[src/rtl/bldc_pwm_commutator_if.sv]
// Signal bundle between the current loop / sensors and the BLDC PWM commutator.
// The master side drives references and sensors; the slave side returns gates and status.
interface bldc_pwm_commutator_if;
  logic        enable;
  logic [15:0] vref_q15;
  logic        dir;
  logic [2:0]  hall;
  logic        fault_n;
  logic        pwm_strobe;
  logic [2:0]  gate_h;
  logic [2:0]  gate_l;
  logic        hall_err;
  logic        fault_latched;

  modport master (
    output enable, vref_q15, dir, hall, fault_n,
    input  pwm_strobe, gate_h, gate_l, hall_err, fault_latched
  );

  modport slave (
    input  enable, vref_q15, dir, hall, fault_n,
    output pwm_strobe, gate_h, gate_l, hall_err, fault_latched
  );
endinterface

[src/rtl/bldc_pwm_commutator.sv]
// Center-aligned PWM and six-step hall commutator with per-phase dead time
// and latched driver-fault shutdown. Also sources the per-period control strobe.
module bldc_pwm_commutator #(
  parameter int HALF_PERIOD = 2500,
  parameter int DEAD_CYCLES = 50
) (
  input  logic                 clk,
  input  logic                 reset_n,
  bldc_pwm_commutator_if.slave bus
);
  localparam int CW = $clog2(HALF_PERIOD + 1);
  localparam int DW = (DEAD_CYCLES > 1) ? $clog2(DEAD_CYCLES + 1) : 1;
  localparam int PW = 15 + CW;

  localparam logic [1:0] ST_OFF  = 2'd0;
  localparam logic [1:0] ST_HIGH = 2'd1;
  localparam logic [1:0] ST_LOW  = 2'd2;
  localparam logic [1:0] ST_DEAD = 2'd3;

  localparam logic [CW-1:0] C_HALF = CW'(HALF_PERIOD);
  localparam logic [DW-1:0] C_DEAD = DW'(DEAD_CYCLES);

  logic [CW-1:0]       r_cnt;
  logic                r_cnt_down;
  logic                r_strobe;
  logic [14:0]         r_vref_sh;
  logic                r_dir_sh;
  logic [2:0]          r_hall_s1;
  logic [2:0]          r_hall_s2;
  logic                r_fault_s1;
  logic                r_fault_s2;
  logic                r_fault_latched;
  logic                r_hall_err;
  logic [2:0][1:0]     r_state;
  logic [2:0][DW-1:0]  r_dead;
  logic [2:0]          r_gate_h;
  logic [2:0]          r_gate_l;

  logic [CW-1:0]       w_cnt_next;
  logic                w_cnt_down_next;
  logic [14:0]         w_vref_clamp;
  logic [PW-1:0]       w_product;
  logic [CW-1:0]       w_duty;
  logic                w_pwm_raw;
  logic [2:0]          w_tab_pos;
  logic [2:0]          w_tab_neg;
  logic [2:0]          w_pos;
  logic [2:0]          w_neg;
  logic                w_hall_bad;
  logic                w_force_off;
  logic [2:0][1:0]     w_desired;
  logic [2:0][1:0]     w_state_next;
  logic [2:0][DW-1:0]  w_dead_next;

  // Triangle: up 0..HALF_PERIOD, down HALF_PERIOD-1..1, then back to 0.
  // NOTE: every always_comb output gets a default first so no latch is inferred.
  always_comb begin
    w_cnt_next      = r_cnt + 1'b1;
    w_cnt_down_next = r_cnt_down;
    if (!r_cnt_down) begin
      if (r_cnt == C_HALF) begin
        w_cnt_next      = C_HALF - 1'b1;
        w_cnt_down_next = 1'b1;
      end
    end else begin
      w_cnt_next = r_cnt - 1'b1;
      if (r_cnt == CW'(1)) w_cnt_down_next = 1'b0;
    end
  end

  assign w_vref_clamp = bus.vref_q15[15] ? 15'h7FFF : bus.vref_q15[14:0];
  assign w_product    = PW'(r_vref_sh) * PW'(C_HALF);
  assign w_duty       = w_product[PW-1:15];
  assign w_pwm_raw    = (r_cnt < w_duty);

  // Forward table as one-hot {C,B,A}: pos carries PWM, neg is held low.
  always_comb begin
    w_tab_pos = 3'b000;
    w_tab_neg = 3'b000;
    case (r_hall_s2)
      3'b101:  begin w_tab_pos = 3'b001; w_tab_neg = 3'b010; end
      3'b100:  begin w_tab_pos = 3'b001; w_tab_neg = 3'b100; end
      3'b110:  begin w_tab_pos = 3'b010; w_tab_neg = 3'b100; end
      3'b010:  begin w_tab_pos = 3'b010; w_tab_neg = 3'b001; end
      3'b011:  begin w_tab_pos = 3'b100; w_tab_neg = 3'b001; end
      3'b001:  begin w_tab_pos = 3'b100; w_tab_neg = 3'b010; end
      default: begin w_tab_pos = 3'b000; w_tab_neg = 3'b000; end
    endcase
  end

  assign w_pos       = r_dir_sh ? w_tab_pos : w_tab_neg;
  assign w_neg       = r_dir_sh ? w_tab_neg : w_tab_pos;
  assign w_hall_bad  = (r_hall_s2 == 3'b000) || (r_hall_s2 == 3'b111);
  assign w_force_off = !bus.enable || r_fault_latched || !r_fault_s2;

  always_comb begin
    for (int i = 0; i < 3; i++) begin
      w_desired[i] = ST_OFF;
      if (w_pos[i])      w_desired[i] = w_pwm_raw ? ST_HIGH : ST_LOW;
      else if (w_neg[i]) w_desired[i] = ST_LOW;
    end
  end

  // Entering HIGH or LOW always passes through DEAD; OFF is taken at once.
  always_comb begin
    for (int i = 0; i < 3; i++) begin
      w_state_next[i] = r_state[i];
      w_dead_next[i]  = r_dead[i];
      if (w_force_off || (w_desired[i] == ST_OFF)) begin
        w_state_next[i] = ST_OFF;
      end else if (r_state[i] == ST_DEAD) begin
        if (r_dead[i] <= DW'(1)) w_state_next[i] = w_desired[i];
        else                     w_dead_next[i]  = r_dead[i] - 1'b1;
      end else if (w_desired[i] != r_state[i]) begin
        w_state_next[i] = ST_DEAD;
        w_dead_next[i]  = C_DEAD;
      end
    end
  end

  // NOTE: registers are written with non-blocking assignments so all flops see pre-edge values.
  always_ff @(posedge clk or negedge reset_n) begin
    if (!reset_n) begin
      r_cnt           <= '0;
      r_cnt_down      <= 1'b0;
      r_strobe        <= 1'b0;
      r_vref_sh       <= '0;
      r_dir_sh        <= 1'b1;
      r_hall_s1       <= '0;
      r_hall_s2       <= '0;
      r_fault_s1      <= 1'b0;
      r_fault_s2      <= 1'b0;
      r_fault_latched <= 1'b0;
      r_hall_err      <= 1'b0;
    end else begin
      r_cnt      <= w_cnt_next;
      r_cnt_down <= w_cnt_down_next;
      r_strobe   <= (w_cnt_next == '0);
      if (r_cnt == '0) begin
        r_vref_sh <= w_vref_clamp;
        r_dir_sh  <= bus.dir;
      end
      r_hall_s1  <= bus.hall;
      r_hall_s2  <= r_hall_s1;
      r_fault_s1 <= bus.fault_n;
      r_fault_s2 <= r_fault_s1;
      if (!r_fault_s2)      r_fault_latched <= 1'b1;
      else if (!bus.enable) r_fault_latched <= 1'b0;
      r_hall_err <= w_hall_bad;
    end
  end

  always_ff @(posedge clk or negedge reset_n) begin
    if (!reset_n) begin
      r_state  <= {3{ST_OFF}};
      r_dead   <= '0;
      r_gate_h <= '0;
      r_gate_l <= '0;
    end else begin
      r_state <= w_state_next;
      r_dead  <= w_dead_next;
      for (int i = 0; i < 3; i++) begin
        r_gate_h[i] <= (w_state_next[i] == ST_HIGH);
        r_gate_l[i] <= (w_state_next[i] == ST_LOW);
      end
    end
  end

  assign bus.pwm_strobe    = r_strobe;
  assign bus.gate_h        = r_gate_h;
  assign bus.gate_l        = r_gate_l;
  assign bus.hall_err      = r_hall_err;
  assign bus.fault_latched = r_fault_latched;
endmodule
[src/flat_wrapper.sv]
// flat-port wrapper written by rule: the top's interface ports become plain ports
module bldc_pwm_commutator_flat 
#(
  parameter int HALF_PERIOD = 2500,
  parameter int DEAD_CYCLES = 50
)
  (clk, reset_n, bus_enable, bus_vref_q15, bus_dir, bus_hall, bus_fault_n, bus_pwm_strobe, bus_gate_h, bus_gate_l, bus_hall_err, bus_fault_latched);
  bldc_pwm_commutator_if bus_i ();
  input  logic clk;
  input  logic reset_n;
  input wire logic [$bits(bus_i.enable)-1:0] bus_enable;
  input wire logic [$bits(bus_i.vref_q15)-1:0] bus_vref_q15;
  input wire logic [$bits(bus_i.dir)-1:0] bus_dir;
  input wire logic [$bits(bus_i.hall)-1:0] bus_hall;
  input wire logic [$bits(bus_i.fault_n)-1:0] bus_fault_n;
  output wire logic [$bits(bus_i.pwm_strobe)-1:0] bus_pwm_strobe;
  output wire logic [$bits(bus_i.gate_h)-1:0] bus_gate_h;
  output wire logic [$bits(bus_i.gate_l)-1:0] bus_gate_l;
  output wire logic [$bits(bus_i.hall_err)-1:0] bus_hall_err;
  output wire logic [$bits(bus_i.fault_latched)-1:0] bus_fault_latched;
  assign bus_i.enable = bus_enable;
  assign bus_i.vref_q15 = bus_vref_q15;
  assign bus_i.dir = bus_dir;
  assign bus_i.hall = bus_hall;
  assign bus_i.fault_n = bus_fault_n;
  assign bus_pwm_strobe = bus_i.pwm_strobe;
  assign bus_gate_h = bus_i.gate_h;
  assign bus_gate_l = bus_i.gate_l;
  assign bus_hall_err = bus_i.hall_err;
  assign bus_fault_latched = bus_i.fault_latched;
  bldc_pwm_commutator #(.HALF_PERIOD(HALF_PERIOD), .DEAD_CYCLES(DEAD_CYCLES)) u_core (.clk(clk), .reset_n(reset_n), .bus(bus_i));
endmodule
[config.mk]
export PLATFORM = sky130hd
export DESIGN_NAME = bldc_pwm_commutator_flat
export DESIGN_NICKNAME = d
export VERILOG_FILES = /design/src/rtl/bldc_pwm_commutator_if.sv /design/src/rtl/bldc_pwm_commutator.sv /design/src/flat_wrapper.sv
export SDC_FILE = /design/constraint.sdc
export NUM_CORES = 1
export LEC_CHECK = 0
export ABC_AREA = 1
export BUFFER_PORTS_ARGS = -buffer_cell sky130_fd_sc_hd__buf_4
export CELL_PAD_IN_SITES_DETAIL_PLACEMENT = 2
export CELL_PAD_IN_SITES_GLOBAL_PLACEMENT = 2
export CORE_MARGIN = 3
export CORE_UTILIZATION = 36
export DETAILED_ROUTE_END_ITERATION = 10
export HOLD_SLACK_MARGIN = 0.08
export PLACE_DENSITY_LB_ADDON = 0.1
export SYNTH_ARGS = -nofsm -noshare
export SYNTH_HDL_FRONTEND = slang
export SYNTH_SLANG_ARGS = --single-unit
[constraint.sdc]
create_clock -name clk -period 14.93 [get_ports clk]
set_input_delay 0 -clock clk [delete_from_list [all_inputs] [get_ports clk]]
set_output_delay 0 -clock clk [all_outputs]
set_load 0.02 [all_outputs]
==> metrics.csv <==
metric,value,unit
Worst Tran Pin Value,0.968,ns
clock latency on the worst-skew pair,0.34,ns
Post-CTS Resized,0,
Crit-path slowest cell,fa_1,
"most used cell, CP",nand2_1,
Synth Area in Compound Gates,0.0953,
Fin. Hold Viols,0,
area grow syn2layout,18.1,%
CTS buffer count,9,
Pint,608,uW
Critical Path RT,15.16,ns
GP Congestion,0.852,
cell area power density,147,nW/um2
die footprint,19400,um2
#FFs+latches synth,70,
DR WL/cell,18.5,um
CTS Buffer Depth,2,
crit path kind,register to register,
Slew headroom,0.355,
core footprint,17300,um2
Psw,503,uW
element type at the critical path start,register,
top_reg_cell synth,dfrtp_1,
worst clock skew,0.0113,ns
VDD IR max,76.2,uV
Post-Syn Area per Cell,8.20,um2
first-pass GRT wire length,33700,um
Post-CTS Hold Buffers,37,
io pins,33,
number of antenna violations at the first check in global routing,0,
Comb pwr share,0.596,
cell area after layout,7540,um2
asr flop ratio synth,1.00,
Detailed Route Iter0 Violations,193,
CTS root buffer,clkbuf_16,
DRC,0,
PortBufs,32,
Final Setup Violations,0,
period utilization,0.453,
worst setup margin,8.17,ns
net count after synthesis,918,
status,"complete, no violations",
placed cell count,1026,
Post-Synth Adder-Cell Area,0.264,
max-slew violations,0,
Worst-path clk slew,0.06,ns
vias in the first global route,6571,
fin crit period,6.76,ns
power share of the sequential group,0.201,
initial core utilization,0.369,
setup TNS,0,ns
share of cells above drive strength 1,0.121,
CTS tree,yes,
Ant. Diodes,0,
fin nets,989,
number of synthesized flops with an enable pin,0,
Post-CTS Setup Inserts,0,
Synth Instances,778,
Hold WC Path Type,primary input to register,
leak pwr,3.88,nW
CP Data Arrival Time,6.98,ns
Total Wirelength,19900,um
Post-Synth Simple-Gate Area,0.234,
Worst Setup End Kind,register,
Clk pwr share,0.203,
clock sink count,70,
worst-path fanout max,9,
"worst slack, placed",8.25,ns
CP peak stage delay,0.57,ns
dpl hpwl,14300,um
htree depth,3,
largest family of logic cells by synthesized area,adder cells,
switching part of the total,0.453,
xor/xnor cell area share of the yosys netlist,0.0339,
first drt pass iteration count,4,
Area after DPL,6860,um2
Overflow after GRT,0,
Max-Cap Viols,0,
"Distinct cells, synth",41,
unrepaired setup endpoints after global routing,false,
fmax,148,MHz
area of the mapped netlist,6380,um2
largest net degree at the start of global routing,71,
via total after detailed routing,5531,
Die H,139,um
Fillers,1979,
mux cell area share after synthesis,0,
Placement Rows,48,
Vias/cell,5.13,
Die X,139,um
post-route ant nets,0,
synth warn,0,
Non-Filler Instances,1079,
sequential area share after synthesis,0.275,
total track usage,0.217,
[power by group through the flow]
stage	Clock, mW	Combinational, mW	Sequential, mW
6_report	0.226	0.662	0.224
5_1_grt	0.241	0.776	0.226
4_1_cts	0.230	0.657	0.223
3_5_place_dp	0	0.648	0.226
3_3_place_gp	0	0.609	0.224
2_1_floorplan	0	0.491	0.221
[cells in the final DEF, fill, tap and decap left out, types with 2 or more instances in the layout]
cell,Yosys,layout
nand2_4,10,10
o211ai_1,2,2
nand3b_1,5,5
dlygate4sd3_1,0,37
nand3_4,6,6
a31oi_1,6,6
dfrtp_1,69,69
inv_1,154,154
o221a_2,2,2
nand2_2,8,8
clkbuf_1,5,2
nand2_1,134,134
o21ai_1,2,2
nor2_2,11,11
clkbuf_16,0,9
clkbuf_8,0,2
xnor2_1,8,8
nand3_2,3,3
xor2_2,2,2
o22ai_1,2,2
xor2_1,13,13
o21ai_0,55,55
ha_1,85,85
inv_2,3,3
or2_2,3,3
nor3_2,4,4
nor3_1,8,8
a211oi_1,3,3
nand3_1,37,37
a21oi_1,35,35
nor4_1,4,4
buf_4,0,32
nand4_1,10,10
nor2_1,44,44
fa_1,31,31
nor4_2,2,2
[cell usage after synthesis, types with 5 or more instances]
library cell,n,share of area
inv_1,154,0.091
nand2_1,134,0.079
ha_1,85,0.17
dfrtp_1,69,0.27
o21ai_0,55,0.043
nor2_1,44,0.026
nand3_1,37,0.029
a21oi_1,35,0.027
fa_1,31,0.097
xor2_1,13,0.018
nor2_2,11,0.011
nand2_4,10,0.018
nand4_1,10,0.0098
nand2_2,8,0.0078
nor3_1,8,0.0063
xnor2_1,8,0.011
a31oi_1,6,0.0059
nand3_4,6,0.016
clkbuf_1,5,0.0029
nand3b_1,5,0.0059
[registers in the layout (all words and copies together), names as in the netlist, 3 cells and up]
register           flops
u_core.r_vref_sh      15
u_core.r_cnt          12
u_core.r_dead         18
u_core.bus.gate_l      3
u_core.bus.gate_h      3
u_core.r_state         6
u_core.r_hall_s1       3
u_core.r_hall_s2       3
[final cells by class]
type | instances | area (um2) | area share
timing repair buffer | 69 | 611 | 0.0810
multi-input combinational | 542 | 4000 | 0.531
clock buffer | 13 | 260 | 0.0345
clock inverter | 3 | 42.5 | 0.00565
sequential | 70 | 1750 | 0.233
inverter | 157 | 589 | 0.0782
tap | 225 | 282 | 0.0374
[cells by family after synthesis]
family                     after synthesis
xor gates and xnor gates                23
buffers and inverters                  166
adders and majority gates              116
AOI/OAI and AO/OA                      111
and+or+nand+nor                        292
DFF                                     70
[per-layer routing]
metal	vias to the layer above	wire, um	global-route usage
met4	0	320	0.0546
li1	2638	-	-
met5	-	0	0
met3	21	442	0.0372
met1	2815	8210	0.251
met2	57	10900	0.412
[metrics by stage]
stage	hold WS (ns)	util	total power, mW
floorplan	-0.296	-	0.712
global placement	0.110	0.397	0.834
detailed placement	0.111	0.397	0.874
CTS	0.305	0.436	1.11
global route	0.313	0.436	1.24
finish	0.308	0.436	1.11
[final timing paths]
path / end / cells past startpoint / slack, ns / start
setup reg to reg: u_core.r_dead[17] / 38 / 8.17 / u_core.r_vref_sh[4]
max in group asynchronous: u_core.r_vref_sh[9] / 2 / 13.93 / reset_n
hold reg to reg: u_core.r_fault_s2 / 0 / 0.35 / u_core.r_fault_s1
setup / recovery: u_core.r_dead[17] / 38 / 8.17 / u_core.r_vref_sh[4]
min in group asynchronous: u_core.r_dead[3] / 2 / 0.37 / reset_n
hold / removal: u_core.r_hall_s1[1] / 2 / 0.31 / bus_hall[1]
[critical path: cells and delay by family, from the launching register on]
kind	cells	cell delay [ns]
adder cells (fa/ha/maj)	7	2.71
AND/OR/NAND/NOR	18	1.81
AO/OA/AOI/OAI	5	1.02
buffers and inverters	7	0.47
flip-flops	1	0.44
XOR/XNOR	1	0.18
Power figures use the tool's default switching activity.
